--- config.mk ---
export PLATFORM = sky130hd
export DESIGN_NAME = if_stage_flat
export DESIGN_NICKNAME = d
export VERILOG_FILES = /design/src/rtl/if_stage_pkg.sv /design/src/rtl/if_stage_if.sv /design/src/rtl/if_stage.sv /design/src/flat_wrapper.sv
export SDC_FILE = /design/constraint.sdc
export NUM_CORES = 1
export LEC_CHECK = 0
export BUFFER_PORTS_ARGS = -buffer_cell sky130_fd_sc_hd__buf_2
export CAP_MARGIN = 20
export CORE_ASPECT_RATIO = 0.75
export CORE_MARGIN = 2
export CORE_UTILIZATION = 35
export CTS_BUF_LIST = sky130_fd_sc_hd__clkbuf_4
export CTS_CLUSTER_DIAMETER = 50
export DETAILED_ROUTE_END_ITERATION = 10
export PLACE_DENSITY = 0.51
export SLEW_MARGIN = 25
export SYNTH_ARGS = -nofsm -noshare
export SYNTH_HDL_FRONTEND = slang
export SYNTH_SLANG_ARGS = --single-unit
--- constraint.sdc ---
create_clock -name clk -period 2.38 [get_ports clk]
set_input_delay 0.119 -clock clk [delete_from_list [all_inputs] [get_ports clk]]
set_output_delay 0.119 -clock clk [all_outputs]
set_load 0.1 [all_outputs]
--- src/rtl/if_stage_pkg.sv ---
// Shared definitions for the instruction fetch stage: stall bus layout,
// FSM encodings and architectural constants.
package if_stage_pkg;

   localparam int STALL_W   = 6;
   localparam int STALL_PC  = 0;
   localparam int STALL_IF  = 1;
   localparam int STALL_ID  = 2;
   localparam int STALL_EX  = 3;
   localparam int STALL_MEM = 4;
   localparam int STALL_WB  = 5;

   localparam logic [31:0] RESET_PC = 32'h0000_0000;
   localparam logic [31:0] NOP_INST = 32'h0000_0013;
   localparam logic [31:0] PC_STEP  = 32'd4;

   typedef enum logic [1:0] {
      S_IDLE    = 2'd0,
      S_FETCH   = 2'd1,
      S_HOLD    = 2'd2,
      S_DISCARD = 2'd3
   } fetch_state_t;

endpackage

--- src/rtl/if_stage_if.sv ---
// Fetch-side memory handshake between the IF stage (master) and the
// instruction memory controller (slave).
interface if_stage_if;
   logic        mem_req_o;
   logic [31:0] mem_addr_o;
   logic        mem_ack_i;
   logic [31:0] mem_data_i;

   modport master (output mem_req_o, output mem_addr_o,
                   input  mem_ack_i, input  mem_data_i);
   modport slave  (input  mem_req_o, input  mem_addr_o,
                   output mem_ack_i, output mem_data_i);
endinterface

--- src/rtl/if_stage.sv ---
// Instruction fetch stage: issues word fetches, buffers a word while IF is
// stalled, and squashes in-flight fetches on a branch redirect.
//
// state     | meaning
// S_IDLE    | no request outstanding; issues the next fetch unless PC stalled
// S_FETCH   | request outstanding, word will be delivered or buffered
// S_HOLD    | word parked in the hold buffer until IF stall releases
// S_DISCARD | request outstanding for a squashed fetch; its data is dropped
module if_stage
   import if_stage_pkg::*;
(
   input  logic               clk,
   input  logic               rst,
   input  logic               rdy,
   input  logic [STALL_W-1:0] stall,
   input  logic               branch_flag_i,
   input  logic [31:0]        branch_target_i,
   if_stage_if.master         mem,
   output logic               if_stall_o,
   output logic [31:0]        if_pc_o,
   output logic [31:0]        if_inst_o,
   output logic               if_valid_o
);

   fetch_state_t r_state, w_state_nxt;
   logic [31:0]  r_pc, w_pc_nxt;
   logic         r_mem_req, w_req_nxt;
   logic [31:0]  r_mem_addr, w_addr_nxt;
   logic [31:0]  r_hold_pc, w_hold_pc_nxt;
   logic [31:0]  r_hold_inst, w_hold_inst_nxt;
   logic [31:0]  r_if_pc, w_out_pc_nxt;
   logic [31:0]  r_if_inst, w_out_inst_nxt;
   logic         r_if_valid, w_out_valid_nxt;
   logic         w_load;
   logic         w_unused_stall;

   assign w_unused_stall = ^stall[STALL_WB:STALL_EX];

   always_comb begin
      w_state_nxt     = r_state;
      w_pc_nxt        = r_pc;
      w_req_nxt       = r_mem_req;
      w_addr_nxt      = r_mem_addr;
      w_hold_pc_nxt   = r_hold_pc;
      w_hold_inst_nxt = r_hold_inst;
      w_out_pc_nxt    = r_if_pc;
      w_out_inst_nxt  = r_if_inst;
      w_out_valid_nxt = r_if_valid;
      w_load          = 1'b0;

      case (r_state)
         S_IDLE: begin
            if (!stall[STALL_PC]) begin
               w_req_nxt   = 1'b1;
               w_addr_nxt  = r_pc;
               w_state_nxt = S_FETCH;
            end
         end
         S_FETCH: begin
            if (mem.mem_ack_i) begin
               w_pc_nxt  = r_pc + PC_STEP;
               w_req_nxt = 1'b0;
               if (!stall[STALL_IF]) begin
                  w_load         = 1'b1;
                  w_out_pc_nxt   = r_pc;
                  w_out_inst_nxt = mem.mem_data_i;
                  w_state_nxt    = S_IDLE;
               end else begin
                  w_hold_pc_nxt   = r_pc;
                  w_hold_inst_nxt = mem.mem_data_i;
                  w_state_nxt     = S_HOLD;
               end
            end
         end
         S_HOLD: begin
            if (!stall[STALL_IF]) begin
               w_load         = 1'b1;
               w_out_pc_nxt   = r_hold_pc;
               w_out_inst_nxt = r_hold_inst;
               w_state_nxt    = S_IDLE;
            end
         end
         S_DISCARD: begin
            if (mem.mem_ack_i) begin
               w_req_nxt   = 1'b0;
               w_state_nxt = S_IDLE;
            end
         end
         default: w_state_nxt = S_IDLE;
      endcase

      // A bubble is inserted unless ID is stalled, in which case outputs freeze.
      if (w_load)
         w_out_valid_nxt = 1'b1;
      else if (!stall[STALL_ID])
         w_out_valid_nxt = 1'b0;

      if (branch_flag_i) begin
         w_pc_nxt        = branch_target_i;
         w_out_valid_nxt = 1'b0;
         w_out_pc_nxt    = r_if_pc;
         w_out_inst_nxt  = r_if_inst;
         w_hold_pc_nxt   = '0;
         w_hold_inst_nxt = '0;
         case (r_state)
            S_FETCH: begin
               w_req_nxt   = !mem.mem_ack_i;
               w_addr_nxt  = r_mem_addr;
               w_state_nxt = mem.mem_ack_i ? S_IDLE : S_DISCARD;
            end
            S_DISCARD: ;
            default: begin
               w_req_nxt   = r_mem_req;
               w_addr_nxt  = r_mem_addr;
               w_state_nxt = S_IDLE;
            end
         endcase
      end
   end

   always_ff @(posedge clk) begin
      if (!rst) begin
         r_state     <= S_IDLE;
         r_pc        <= RESET_PC;
         r_mem_req   <= 1'b0;
         r_mem_addr  <= '0;
         r_hold_pc   <= '0;
         r_hold_inst <= '0;
         r_if_pc     <= '0;
         r_if_inst   <= '0;
         r_if_valid  <= 1'b0;
      end else if (rdy) begin
         r_state     <= w_state_nxt;
         r_pc        <= w_pc_nxt;
         r_mem_req   <= w_req_nxt;
         r_mem_addr  <= w_addr_nxt;
         r_hold_pc   <= w_hold_pc_nxt;
         r_hold_inst <= w_hold_inst_nxt;
         r_if_pc     <= w_out_pc_nxt;
         r_if_inst   <= w_out_inst_nxt;
         r_if_valid  <= w_out_valid_nxt;
      end
   end

   always_comb begin
      if_stall_o = 1'b1;
      case (r_state)
         S_FETCH: if_stall_o = !mem.mem_ack_i;
         S_HOLD:  if_stall_o = 1'b0;
         default: if_stall_o = 1'b1;
      endcase
   end

   assign mem.mem_req_o  = r_mem_req;
   assign mem.mem_addr_o = r_mem_addr;
   assign if_pc_o        = r_if_pc;
   assign if_inst_o      = r_if_inst;
   assign if_valid_o     = r_if_valid;

endmodule

--- src/flat_wrapper.sv ---
// flat-port wrapper written by rule: the top's interface ports become plain ports
module if_stage_flat import if_stage_pkg::*;
  (clk, rst, rdy, stall, branch_flag_i, branch_target_i, if_stall_o, if_pc_o, if_inst_o, if_valid_o, mem_mem_req_o, mem_mem_addr_o, mem_mem_ack_i, mem_mem_data_i);
  if_stage_if mem_i ();
  input  logic clk;
  input  logic rst;
  input  logic rdy;
  input  logic [STALL_W-1:0] stall;
  input  logic branch_flag_i;
  input  logic [31:0] branch_target_i;
  output logic if_stall_o;
  output logic [31:0] if_pc_o;
  output logic [31:0] if_inst_o;
  output logic if_valid_o;
  output wire logic [$bits(mem_i.mem_req_o)-1:0] mem_mem_req_o;
  output wire logic [$bits(mem_i.mem_addr_o)-1:0] mem_mem_addr_o;
  input wire logic [$bits(mem_i.mem_ack_i)-1:0] mem_mem_ack_i;
  input wire logic [$bits(mem_i.mem_data_i)-1:0] mem_mem_data_i;
  assign mem_mem_req_o = mem_i.mem_req_o;
  assign mem_mem_addr_o = mem_i.mem_addr_o;
  assign mem_i.mem_ack_i = mem_mem_ack_i;
  assign mem_i.mem_data_i = mem_mem_data_i;
  if_stage u_core (.clk(clk), .rst(rst), .rdy(rdy), .stall(stall), .branch_flag_i(branch_flag_i), .branch_target_i(branch_target_i), .mem(mem_i), .if_stall_o(if_stall_o), .if_pc_o(if_pc_o), .if_inst_o(if_inst_o), .if_valid_o(if_valid_o));
endmodule
==> flow_summary.yaml <==
cts:
  cts.clk_slew.worst_paths_ps: 190
  numCtsBuffers: 17
  root_buffer: "clkbuf_4"
  insertion_delay_ps: 620
  cts_max_level: 4
  cts_tree: "done"
  clkSinkCount: 196
  cts_buffer_depth: 2
worst_setup_path:
  slowest_delay_ps: 570
  crit_path_max_fanout: 5
  crit_path_top_delay_cell: "dlygate4sd3_1"
  endpoint_kind: "register"
  crit_type: "reg2reg"
  crit_arrival_ps: 2780
  worstSetupStartpointType: "register"
  required_ps: 2910
  cp_cell_sequence: "inv_1 -> ha_1 -> buf_4 -> o21ba_2 -> a211oi_1 -> a21oi_1 -> o21ai_0 -> a31oi_1 -> dlygate4sd3_1"
sta:
  hold_viol_final: 0
  period_needed_ps: 2250
  drv_slew: 0
  worst_slack_ps: 131
  rsz0062_at_grt: "false"
  fin_skew_ps: 25.5
  worst_pin_slew_ps: 636
  maxSlewHeadroom: 0.576
  final.setup.tns_ps: 0
  finalSetupViolCount: 0
  min_period_over_period: 0.945
  fmax_ghz: 0.445
route:
  drt-total-wl_um: 27700
  drt_iter0_drc: 537
  antenna_left: 0
  post_drt_wl_per_cell_um: 17.1
  via_count: 8316
  drcViolationCount: 0
  drt-vias-per-instance: 5.13
  drt_first_pass_iters: 4
synthesis:
  synth_area_mm2: 0.00875
  netlist_instances: 1061
  synth_edf_count: 0
  syn_nets: 1143
  syn_area_per_cell_um2: 8.25
  synth_cell_types: 55
  ys_warn_count: 0
  synth_ff_type: "dfxtp_1"
  synthArstFlopShare: 0
  ys_seq_elements: 196
  ys_seq_area_frac: 0.448
global_routing:
  grt_use_total: 0.205
  grt_max_degree: 74
  grt_pass1_wl_um: 43100
  grt_pass1_vias: 7576
  grt-ovfl-total: 0
  antenna_found_initial: 1
final_layout:
  nFillCells: 2562
  area_delta_synth_final_pct: 27.5
  drive_above_1_share: 0.209
  final_cell_mix: "dfxtp_1, buf_2, nand2_1, a21oi_1, nor2_1"
  final_cells: 1622
  num-nets-final: 1351
  final_common_cell: "dfxtp_1"
run:
  drv_cap: 0
floorplanning:
  dieArea_mm2: 0.0263
  core_region_area_mm2: 0.0248
  die_w_um: 187
  num_rows: 50
  initial_utilization: 0.353
  fp.dieH_um: 141
  ios: 174
min_path:
  min_path_type: "in2reg"
placement:
  io_buffers: 170
  dpl.hpwl_um: 18100
  preCtsSetupSlack_ps: 158
  placed_cells: 1513
  gp_congestion: 0.812
pwr:
  p_leak_nw: 4.20
  p_switching_w: 0.00222
  p_seq_frac: 0.540
  power-per-cell-area_mw_per_mm2: 577
  clockPowerShare: 0.286
  p_comb_frac: 0.174
  power.share.switching: 0.344
  vdd_drop_max_uv: 340
  power.internal_w: 0.00422
status:
  status: "finished clean"
[critical path, delay by kind of cell (launching register included)]
kind / cells / cell delay [ps]
AOI/OAI and AO/OA: 5 / 630
DFF: 1 / 430
adders and majority gates: 1 / 250
buffers and inverters: 3 / 850
[synth_stat cells (all sizes together) (3+ instances only)]
cell    number  area share
inv          8      0.0034
a22oi        5      0.0043
dfxtp      196        0.45
o31ai        5      0.0043
nor2       105       0.046
nor3         9      0.0057
nand2      157       0.067
o21ai       35       0.020
clkbuf      54       0.023
a22o         3      0.0030
nand3       66       0.040
and3        18       0.013
nand4       15       0.011
o21a         3      0.0026
o211ai       5      0.0043
a21oi      115       0.066
nand2b       6      0.0043
mux2i       72       0.082
a31oi       10      0.0071
nor2b        4      0.0029
and2         7      0.0050
and4         4      0.0040
a211oi      66       0.057
a32o         4      0.0046
o22ai        7      0.0050
nor4         7      0.0074
ha           7       0.010
buf         49       0.029
[cells by family after synthesis]
kind of cell	synth area share
AOI/OAI and AO/OA	0.191
and+or+nand+nor	0.212
muxes	0.0836
buffers and inverters	0.0553
adders and majority gates	0.0100
DFF	0.448
[layer usage]
metal	routed length, um	up-vias	track usage
li1	-	4182	-
met4	244	0	0.0476
met2	11100	251	0.269
met5	0	-	0
met1	14800	3869	0.329
met3	1680	14	0.0441
[state kept, by name, summed over array words and instances (netlist names)]
name                   cells
u_core.if_inst_o          32
u_core.if_pc_o            32
u_core.mem.mem_addr_o     32
u_core.r_hold_inst        32
u_core.r_hold_pc          32
u_core.r_pc               32
u_core.r_state             2
u_core.if_valid_o          1
u_core.mem.mem_req_o       1
[final timing paths]
kind / start / end / slack, ps / depth (start not counted)
hold / removal: stall[0] / u_core.mem.mem_req_o$_SDFFE_PN0P_ / 60 / 6
setup / recovery: u_core.r_state[1]$_SDFFE_PN0P_ / u_core.r_state[0]$_SDFFE_PN0P_ / 130 / 9
setup reg to reg: u_core.r_state[1]$_SDFFE_PN0P_ / u_core.r_state[0]$_SDFFE_PN0P_ / 130 / 9
hold reg to reg: u_core.r_hold_pc[30]$_SDFFE_PN0P_ / u_core.r_hold_pc[30]$_SDFFE_PN0P_ / 460 / 2
[power by group through the flow]
stage                     registers [W]  logic (W)  clock network [W]
after floorplan                 0.00381   0.000422                  0
after global placement          0.00354    0.00102                  0
after detailed placement        0.00354    0.00102                  0
after CTS                       0.00347    0.00112            0.00191
after global routing            0.00349    0.00120            0.00204
final                           0.00347    0.00112            0.00184
[metrics by stage]
stage,utilization,power [W],hold WS [ps],area [um2]
6_report,0.451,0.00644,59.1,11200
5_1_grt,0.451,0.00673,38.9,11200
4_1_cts,0.449,0.00650,21.3,11100
3_5_place_dp,0.408,0.00456,371,10100
3_3_place_gp,0.408,0.00456,372,10100
2_1_floorplan,-,0.00423,255,8760
[final cells by class]
type / count / area (um2) / area share
Multi-Input combinational cell: 754 / 4390 / 0.393
Sequential cell: 196 / 3930 / 0.352
Timing Repair Buffer: 292 / 2110 / 0.189
Tap cell: 338 / 423 / 0.0379
Clock inverter: 15 / 154 / 0.0138
Clock buffer: 17 / 128 / 0.0114
Inverter: 8 / 35.0 / 0.00314
Antenna cell: 2 / 5.00 / 0.000448
[repair_timing]
action,CTS,global route
endpoints found under the setup margin,1,15
hold endpoints to repair,101,0
resized for setup,2,2
cloned,0,1
setup buffers,0,0
hold buffers,74,0
Note: power is estimated with default switching activity, not from simulation.
